**config.mk**
```make
export PLATFORM = sky130hd
export DESIGN_NAME = mem_stage
export DESIGN_NICKNAME = d
export VERILOG_FILES = /design/src/rtl/mem_stage_pkg.sv /design/src/rtl/mem_stage_load_ext.sv /design/src/rtl/mem_stage.sv
export SDC_FILE = /design/constraint.sdc
export NUM_CORES = 1
export LEC_CHECK = 0
export BUFFER_PORTS_ARGS = -buffer_cell sky130_fd_sc_hd__buf_4
export CAP_MARGIN = 20
export CELL_PAD_IN_SITES_DETAIL_PLACEMENT = 0
export CELL_PAD_IN_SITES_GLOBAL_PLACEMENT = 2
export CORE_ASPECT_RATIO = 1.1
export CORE_MARGIN = 8
export CORE_UTILIZATION = 22
export DETAILED_ROUTE_END_ITERATION = 10
export PLACE_DENSITY_LB_ADDON = 0.25
export SETUP_SLACK_MARGIN = 0.4
export SLEW_MARGIN = 20
export SYNTH_ARGS = -nofsm -noshare
export SYNTH_HDL_FRONTEND = slang
export SYNTH_HIERARCHICAL = 1
export SYNTH_SLANG_ARGS = --single-unit
```
**constraint.sdc**
```tcl
create_clock -name clk -period 2.3 [get_ports clk]
set_input_delay 0.115 -clock clk [delete_from_list [all_inputs] [get_ports clk]]
set_output_delay 0.115 -clock clk [all_outputs]
set_load 0.05 [all_outputs]
```
**src/rtl/mem_stage_pkg.sv**
```systemverilog
// Shared definitions for the MEM stage: memory-op encodings and FSM state type.
package mem_stage_pkg;

  localparam logic [3:0] MEM_NOP = 4'd0;
  localparam logic [3:0] MEM_LB  = 4'd1;
  localparam logic [3:0] MEM_LH  = 4'd2;
  localparam logic [3:0] MEM_LW  = 4'd3;
  localparam logic [3:0] MEM_LBU = 4'd4;
  localparam logic [3:0] MEM_LHU = 4'd5;
  localparam logic [3:0] MEM_SB  = 4'd6;
  localparam logic [3:0] MEM_SH  = 4'd7;
  localparam logic [3:0] MEM_SW  = 4'd8;

  typedef enum logic [1:0] {
    ST_IDLE = 2'd0,
    ST_BUSY = 2'd1,
    ST_DONE = 2'd2
  } mem_state_e;

endpackage

```
**src/rtl/mem_stage_load_ext.sv**
```systemverilog
// Load-value extension: picks byte/half/word from the assembled buffer and
// sign- or zero-extends it according to the load op.
module mem_load_ext
  import mem_stage_pkg::*;
(
  input  logic [31:0] byte_buf,
  input  logic [3:0]  op,
  output logic [31:0] ext_data
);

  always_comb begin
    ext_data = byte_buf;
    case (op)
      MEM_LB:  ext_data = {{24{byte_buf[7]}}, byte_buf[7:0]};
      MEM_LBU: ext_data = {24'd0, byte_buf[7:0]};
      MEM_LH:  ext_data = {{16{byte_buf[15]}}, byte_buf[15:0]};
      MEM_LHU: ext_data = {16'd0, byte_buf[15:0]};
      default: ext_data = byte_buf;
    endcase
  end

endmodule

```
**src/rtl/mem_stage.sv**
```systemverilog
// MEM pipeline stage: byte-serial loads/stores over an 8-bit RAM port.
// Optional MEM_ALIGN_CHECK_EN rejects misaligned half/word accesses.
module mem_stage
  import mem_stage_pkg::*;
#(
  parameter int ADDR_W = 32
) (
  input  logic              clk,
  input  logic              rst,
  input  logic [4:0]        wd_i,
  input  logic              wreg_i,
  input  logic [31:0]       wdata_i,
  input  logic [3:0]        mem_op_i,
  input  logic [ADDR_W-1:0] mem_addr_i,
  input  logic [31:0]       mem_sdata_i,
  output logic [4:0]        wd_o,
  output logic              wreg_o,
  output logic [31:0]       wdata_o,
  output logic              stallreq_o,
  output logic [ADDR_W-1:0] ram_a_o,
  output logic [7:0]        ram_dout_o,
  output logic              ram_wr_o,
  input  logic [7:0]        ram_din_i,
  output logic              misalign_o
);

  mem_state_e        state;
  logic [2:0]        cnt;
  logic [31:0]       byte_buf;

  logic [2:0]        n_bytes;
  logic              is_load;
  logic              is_store;
  logic              is_mem;
  logic              misalign;
  logic              start;
  logic              access;
  logic [ADDR_W-1:0] addr_k;
  logic [7:0]        store_byte;
  logic [31:0]       ext_data;

  always_comb begin
    n_bytes  = 3'd0;
    is_load  = 1'b0;
    is_store = 1'b0;
    case (mem_op_i)
      MEM_LB, MEM_LBU: begin n_bytes = 3'd1; is_load  = 1'b1; end
      MEM_LH, MEM_LHU: begin n_bytes = 3'd2; is_load  = 1'b1; end
      MEM_LW:          begin n_bytes = 3'd4; is_load  = 1'b1; end
      MEM_SB:          begin n_bytes = 3'd1; is_store = 1'b1; end
      MEM_SH:          begin n_bytes = 3'd2; is_store = 1'b1; end
      MEM_SW:          begin n_bytes = 3'd4; is_store = 1'b1; end
      default: ;
    endcase
  end

  assign is_mem = is_load | is_store;

`ifdef MEM_ALIGN_CHECK_EN
  assign misalign = (state == ST_IDLE) &&
                    ((n_bytes == 3'd2 && mem_addr_i[0]) ||
                     (n_bytes == 3'd4 && mem_addr_i[1:0] != 2'b00));
`else
  assign misalign = 1'b0;
`endif

  // cnt is 0 in IDLE, so addr_k doubles as the first-byte address.
  assign start      = (state == ST_IDLE) && is_mem && !misalign;
  assign access     = start || ((state == ST_BUSY) && (cnt < n_bytes));
  assign addr_k     = mem_addr_i + ADDR_W'(cnt);
  assign store_byte = mem_sdata_i[{cnt[1:0], 3'b000} +: 8];

  mem_load_ext u_load_ext (
    .byte_buf (byte_buf),
    .op       (mem_op_i),
    .ext_data (ext_data)
  );

  // Outputs are forced low while reset is held so no RAM write can escape.
  assign wd_o       = rst ? 5'd0 : wd_i;
  assign wreg_o     = rst ? 1'b0 : (wreg_i && !misalign);
  assign wdata_o    = rst ? 32'd0 :
                      ((state == ST_DONE && is_load) ? ext_data : wdata_i);
  assign stallreq_o = !rst && (start || state == ST_BUSY);
  assign ram_a_o    = (!rst && access) ? addr_k : '0;
  assign ram_wr_o   = !rst && access && is_store;
  assign ram_dout_o = (!rst && access && is_store) ? store_byte : 8'd0;
  assign misalign_o = !rst && misalign;

  always_ff @(posedge clk or posedge rst) begin
    if (rst) begin
      state    <= ST_IDLE;
      cnt      <= 3'd0;
      byte_buf <= 32'd0;
    end else begin
      case (state)
        ST_IDLE: begin
          if (start) begin
            cnt <= 3'd1;
            // A single-byte store is finished by its IDLE write.
            if (is_store && n_bytes == 3'd1) state <= ST_DONE;
            else                             state <= ST_BUSY;
          end
        end
        ST_BUSY: begin
          if (is_load) begin
            for (int k = 0; k < 4; k++) begin
              if (cnt == 3'(k + 1)) byte_buf[8*k +: 8] <= ram_din_i;
            end
            if (cnt < n_bytes) cnt   <= cnt + 3'd1;
            else               state <= ST_DONE;
          end else if (cnt < n_bytes) begin
            cnt <= cnt + 3'd1;
            if (cnt + 3'd1 == n_bytes) state <= ST_DONE;
          end else begin
            state <= ST_DONE;
          end
        end
        ST_DONE: begin
          state <= ST_IDLE;
          cnt   <= 3'd0;
        end
        default: begin
          state <= ST_IDLE;
          cnt   <= 3'd0;
        end
      endcase
    end
  end

endmodule

```
Word-level counts from Yosys, hierarchy flattened. Index checks and enable logic that the tools add are counted.

$lt $le $gt $ge: 1. Reductions and logical operators: 22. Muxes and demuxes: 20. Add/subtract/negate cells: 2. Eq/ne operators: 20. Bitwise gates (word level): 1. Shift-type cells: 1.

Operators by type and width (number): 32-bit case mux with 4 select lines (1); 32-bit two-way mux (3); 32-bit by 3-bit adder with 32-bit output (1); 32-bit by 6-bit variable part select with 8-bit output (1); 4-bit by 3-bit equality test with 1-bit output (second input constant) (4); 3-bit AND reduction (5); 2-bit two-way mux (6); 3-bit case mux with 3 select lines (1); 3-bit OR reduction (3); 4-bit by 2-bit equality test with 1-bit output (second input constant) (2); 8-bit two-way mux (1); 1-bit logical AND (7); 3-bit by 1-bit equality test with 1-bit output (second input constant) (2); 3-bit by 2-bit equality test with 1-bit output (second input constant) (2); 3-bit two-way mux (2); 3-bit case mux with 2 select lines (1); 5-bit two-way mux (1); 5-bit OR reduction (1); 4-bit by 1-bit equality test with 1-bit output (second input constant) (1); 4-bit equality test (second input constant) (1); 2-bit != test (second input constant) (2); 2-bit case mux with 2 select lines (1); 3-bit by 1-bit adder with 3-bit output (second input constant) (1); 3-bit equality test (1); 13 further kinds (16).

Register bits after elaboration: 37. Word-level logic and storage cells: 73.

Longest topological paths before layout.
Depth in word-level cells: 9. Gate-level depth with buffers: 11. Mapped depth without buffers: 10.

Hierarchy. The synthesis kept the hierarchy.

By module, submodules not included: mem_stage (area an instance 3354.5 um^2, times used 1, seq. area each 925.9 um^2, cells an instance 413); mem_load_ext (area an instance 334.1 um^2, times used 1, seq. area each 0.0 um^2, cells an instance 45).

Worst setup path after synthesis. OpenSTA, ideal clock, no wires.

Path kind: input-to-output. From: input mem_op_i[1]. To: output ram_a_o[3]. Path buffers: 1. Arrival: 2815 ps. Cell stages on the path: 8. Setup slack: -630 ps. Cells stage by stage: buf_2 nor3_1 a32oi_1 ha_1 nand3b_1 nand4b_1 a211o_1 nor3_1.

Cells in the longest elaborated chain, start to end: 8. Elaborated cells on any way between the ends: 23. Those cells by class: 1 x order compare; 8 x eq/ne; 4 x mux; 1 x bitwise; 9 x reduce/logical.

RTL lines: from (decl) (RTL line mem_stage.sv:13) `input logic [3:0] mem_op_i,`; 4-bit by 3-bit equality test with 1-bit output (tied with other cells) (RTL line mem_stage.sv:46) `case (mem_op_i)`; 3-bit OR reduction (no source line) (tied with other cells); 3-bit case mux with 3 select lines / 1-bit two-way mux (equally long branches) (RTL line mem_stage.sv:46); 3-bit less-than comparator / 1-bit OR (equally long branches) (RTL line mem_stage.sv:69, mem_stage.sv:57); 1-bit logical AND, on equally long branches (RTL line mem_stage.sv:69, mem_stage.sv:68); 1-bit logical OR (*) (RTL line mem_stage.sv:69) `assign access = start || ((state == ST_BUSY) && (cnt < n_bytes));`; 1-bit logical AND (*) (RTL line mem_stage.sv:85) `assign ram_a_o = (!rst && access) ? addr_k : '0;`; 32-bit two-way mux (*) (RTL line mem_stage.sv:85); to (decl) (RTL line mem_stage.sv:20) `output logic [ADDR_W-1:0] ram_a_o,`.

Mark *: on every way between the ends. The rest lies on a longest branch, timed or not.

Final worst setup path.
From: register cnt[0]. To: output ram_a_o[21].

Cells in the longest elaborated chain, start to end: 5. Elaborated cells on any way between the ends: 6. Those cells by class: 1 x add/sub; 1 x order compare; 1 x mux; 3 x reduce/logical.

RTL lines: from (decl) (RTL line mem_stage.sv:28) `logic [2:0] cnt;`; from (signal assigned) (RTL line mem_stage.sv:110) `if (cnt < n_bytes) cnt <= cnt + 3'd1;`; from (signal assigned) (RTL line mem_stage.sv:113) `cnt <= cnt + 3'd1;`; branches (longest 4 deep; another with 32-bit by 3-bit adder with 32-bit output); 32-bit two-way mux (*) (RTL line mem_stage.sv:85).

Mark *: on every way between the ends.

==> results.sh <==
export IMPL_finalPower_w=0.005820
export IMPL_track_usage_pct=15.28
export IMPL_drive_gt1_share_pct=71.80
export IMPL_gp_congestion=0.7588
export IMPL_synth_top_area_cell="dfrtp_1"
export IMPL_tightest_slew_ns=0.5963
export IMPL_syn_nets=586
export IMPL_yosysMostFrequentCell="nand2_1"
export IMPL_synth_top_area_share_pct=25.10
export IMPL_ir_worst_vdd_uv=366.0
export IMPL_cts_buffers=5
export IMPL_core_sq_um=16370
export IMPL_setup_viol=41
export IMPL_crit_type="reg -> out"
export IMPL_nNetsFinal=822
export IMPL_yosys_area_share_simple_pct=26.76
export IMPL_synth_edf_count=0
export IMPL_wl_met1_mm=6.849
export IMPL_synthDistinctLibCells=51
export IMPL_fin_crit_sh_pct=107.9
export IMPL_avgViaCountPerCell=4.820
export IMPL_clkLatencyLatePin_ns=0.28
export IMPL_synth_compound_area_share_pct=16.15
export IMPL_highest_layer="met4"
export IMPL_p_leak_nw=3.934
export IMPL_ios=197
export IMPL_fill_cells=1496
export IMPL_period_needed_ns=2.481
export IMPL_hp_class="in -> reg"
export IMPL_min_path_cells=2
export IMPL_syn_area_per_cell_sq_um=8.054
export IMPL_maxCapViolCount=0
export IMPL_die_area_sq_um=21170
export IMPL_status="finished with violations"
export IMPL_regToRegEndpoint="state[0]"
export IMPL_clk_path_buf_depth=2
export IMPL_syn_to_final_growth_pct=120.7
export IMPL_n_antenna_cell=0
export IMPL_yosys_most_used_dff="dfrtp_1"
export IMPL_worst_path_buf_inv=6
export IMPL_fin_ws_ns=-0.1808
export IMPL_grt_pass1_vias=4874
export IMPL_cts_tree="done"
export IMPL_crit_arrival_ns=2.37
export IMPL_cpPeakStageDelay_ns=0.43
export IMPL_met2_length_mm=8.466
export IMPL_whs_endpoint="byte_buf[8]"
export IMPL_clock_sinks=37
export IMPL_synthMuxAreaShare_pct=14.93
export IMPL_wl_met3_mm=1.132
export IMPL_cts_clk_slew_worst_paths_ns=0.06
export IMPL_overflow=0
export IMPL_cp_max_fo=7
export IMPL_crit_required_ns=2.18
export IMPL_rows=49
export IMPL_syn_area_sq_um=3689
export IMPL_wl_per_cell_um=18.60
export IMPL_cp_cell_sequence="buf_8, clkinv_4, ha_4, nand3b_1, nand4b_1, buf_4, a211o_4, buf_12, buf_12, a21oi_4, buf_8"
export IMPL_synth_xor_area_share_pct=5.461
export IMPL_synth_top_family_by_area="simple AND/OR/NAND/NOR gates"
export IMPL_antenna_left=0
export IMPL_yosysSeqAreaShare_pct=25.10
export IMPL_slew_violations=0
export IMPL_finalWirelength_mm=16.72
export IMPL_synth_warnings=6
export IMPL_finalClockSkew_ns=0.006422
export IMPL_failed_checks="setup timing"
export IMPL_synthAdderAreaFrac_pct=4.274
export IMPL_hold_start="ram_din_i[0]"
export IMPL_r2r_slack_ns=0.27
export IMPL_grt_max_degree=38
export IMPL_num_vias=4333
export IMPL_drc=0
export IMPL_crit_path_end_kind="output pin"
export IMPL_place_hpwl_mm=11.92
export IMPL_fin_util_pct=49.73
export IMPL_drt_iter0_markers=152
export IMPL_h_tree_depth=2
export IMPL_synth_area_top_cells="dfrtp_1, mux2_2, nand2_1"
export IMPL_pre_cts_slack_ns=-0.06372
export IMPL_die_x_um=139.5
export IMPL_cts_root_buf="clkbuf_16"
export IMPL_power_density_nw_per_um2=714.9
export IMPL_rsz0062_at_grt="yes"
export IMPL_max_freq_mhz=403.1
export IMPL_start_kind="register"
export IMPL_ys_ff_latch=37
export IMPL_grt_pass1_wl_mm=26.50
export IMPL_r2r_cells=11
export IMPL_synthArstFlopShare_pct=100.0
export IMPL_critPathSlowestCell="dfrtp_1"
export IMPL_synth_common_cells="nand2_1, a21oi_1, nor2_1, dfrtp_1, mux2_2"
export IMPL_drt_pass1_iter_count=5
export IMPL_port_buffers=195
export IMPL_die_y_um=151.8
export IMPL_hold_violations=0
export IMPL_postSynthCellCount=458
export IMPL_r2r_start="cnt[0]"
export IMPL_slew_headroom_pct=60.25
export IMPL_start_util_pct=22.53
export IMPL_grt_antenna_before_repair=0
export IMPL_cp_top_family="buffers and inverters"
metal layers:
metal,track usage (%),up-vias
met3,4.262,19
li1,-,2067
met2,27.04,143
met1,17.78,2104
met4,3.715,0
met5,0,-
area by class of cell:
cell class | count | area, sq um | share of cell area [%]
well taps | 204 | 255.2 | 3.136
clock inverters | 2 | 38.79 | 0.4765
multi-input cells | 370 | 3933 | 48.31
clock buffers | 6 | 128.9 | 1.583
flip-flops and latches | 37 | 930.9 | 11.44
inverters | 13 | 57.56 | 0.7070
repair buffers | 267 | 2796 | 34.35
logic make-up (layout without fill, tap and decap cells):
group / count (synthesis) / in the layout
multiplexers: 41 / 41
buffers and inverters: 51 / 288
AND/OR/NAND/NOR: 196 / 196
AO/OA/AOI/OAI: 97 / 97
other: 1 / 1
adder cells (fa/ha/maj): 12 / 12
XOR/XNOR: 23 / 23
flip-flops: 37 / 37
per-stage QoR:
step           cells  instance area, sq um  hold WS (ns)  setup TNS (ns)
6_report         899                  8140       0.09836          -5.709
5_1_grt          899                  8140       0.09961          -9.011
4_1_cts          891                  7940       0.09149          -4.379
3_5_place_dp     846                  6217        0.3866         -0.7356
3_3_place_gp     846                  6217        0.3875               0
2_1_floorplan    458                  4496        0.2655               0
worst reg2reg max path, cell delays in order, from the launching register on:
cell,delay (ns)
dfrtp_1,0.42
buf_8,0.13
clkinv_4,0.05
buf_4,0.13
buf_6,0.10
buf_6,0.11
ha_4,0.27
nand3b_1,0.08
o21ai_1,0.08
a2bb2oi_1,0.07
o31a_1,0.31
a21o_1,0.17
layout by cell type, fill, tap and decap left out, types with 6 or more instances in the layout:
cell type / count
nor2b_1: 7
a21o_1: 27
mux2_2: 24
nand3_1: 10
inv_1: 11
ha_4: 7
buf_12: 14
buf_16: 8
nor2_4: 25
nor2b_4: 8
clkbuf_16: 6
nand2_4: 52
mux2_4: 8
nor2_1: 10
a21oi_4: 40
buf_8: 29
or3_1: 6
nand2_2: 9
mux4_2: 8
dfrtp_1: 33
nand2_1: 16
xor2_1: 14
o21ai_0: 8
nand4_1: 11
buf_4: 156
buf_6: 59
registers in the layout (all words and copies together) (netlist names):
| register | flops |
|---|---|
| byte_buf | 32 |
| state | 2 |
| cnt | 3 |
where the power goes:
part / internal [W] / switching, W
registers: 0.000856 / 0.000178
clock network: 0.000514 / 0.000267
logic: 0.00197 / 0.00204
worst max-delay path by stage:
stage,slack (ns),cells past startpoint,from,end
final,-0.18,11,cnt[0],ram_a_o[21]
after global routing,-0.26,11,cnt[0],ram_a_o[21]
after CTS,-0.17,8,cnt[0],ram_a_o[30]
after detailed placement,-0.06,9,mem_op_i[2],ram_dout_o[0]
after global placement,0.004,7,cnt[2],ram_a_o[14]
after floorplan,0.0004,8,mem_op_i[0],ram_dout_o[0]
repair_timing:
item                       CTS  global route
pin swaps                   60            26
hold buffers                 0             0
resized for setup          264            38
gates cloned                 9             1
setup buffers               28             7
setup endpoints to repair   75           102
Note: power is estimated with default switching activity, not from simulation.
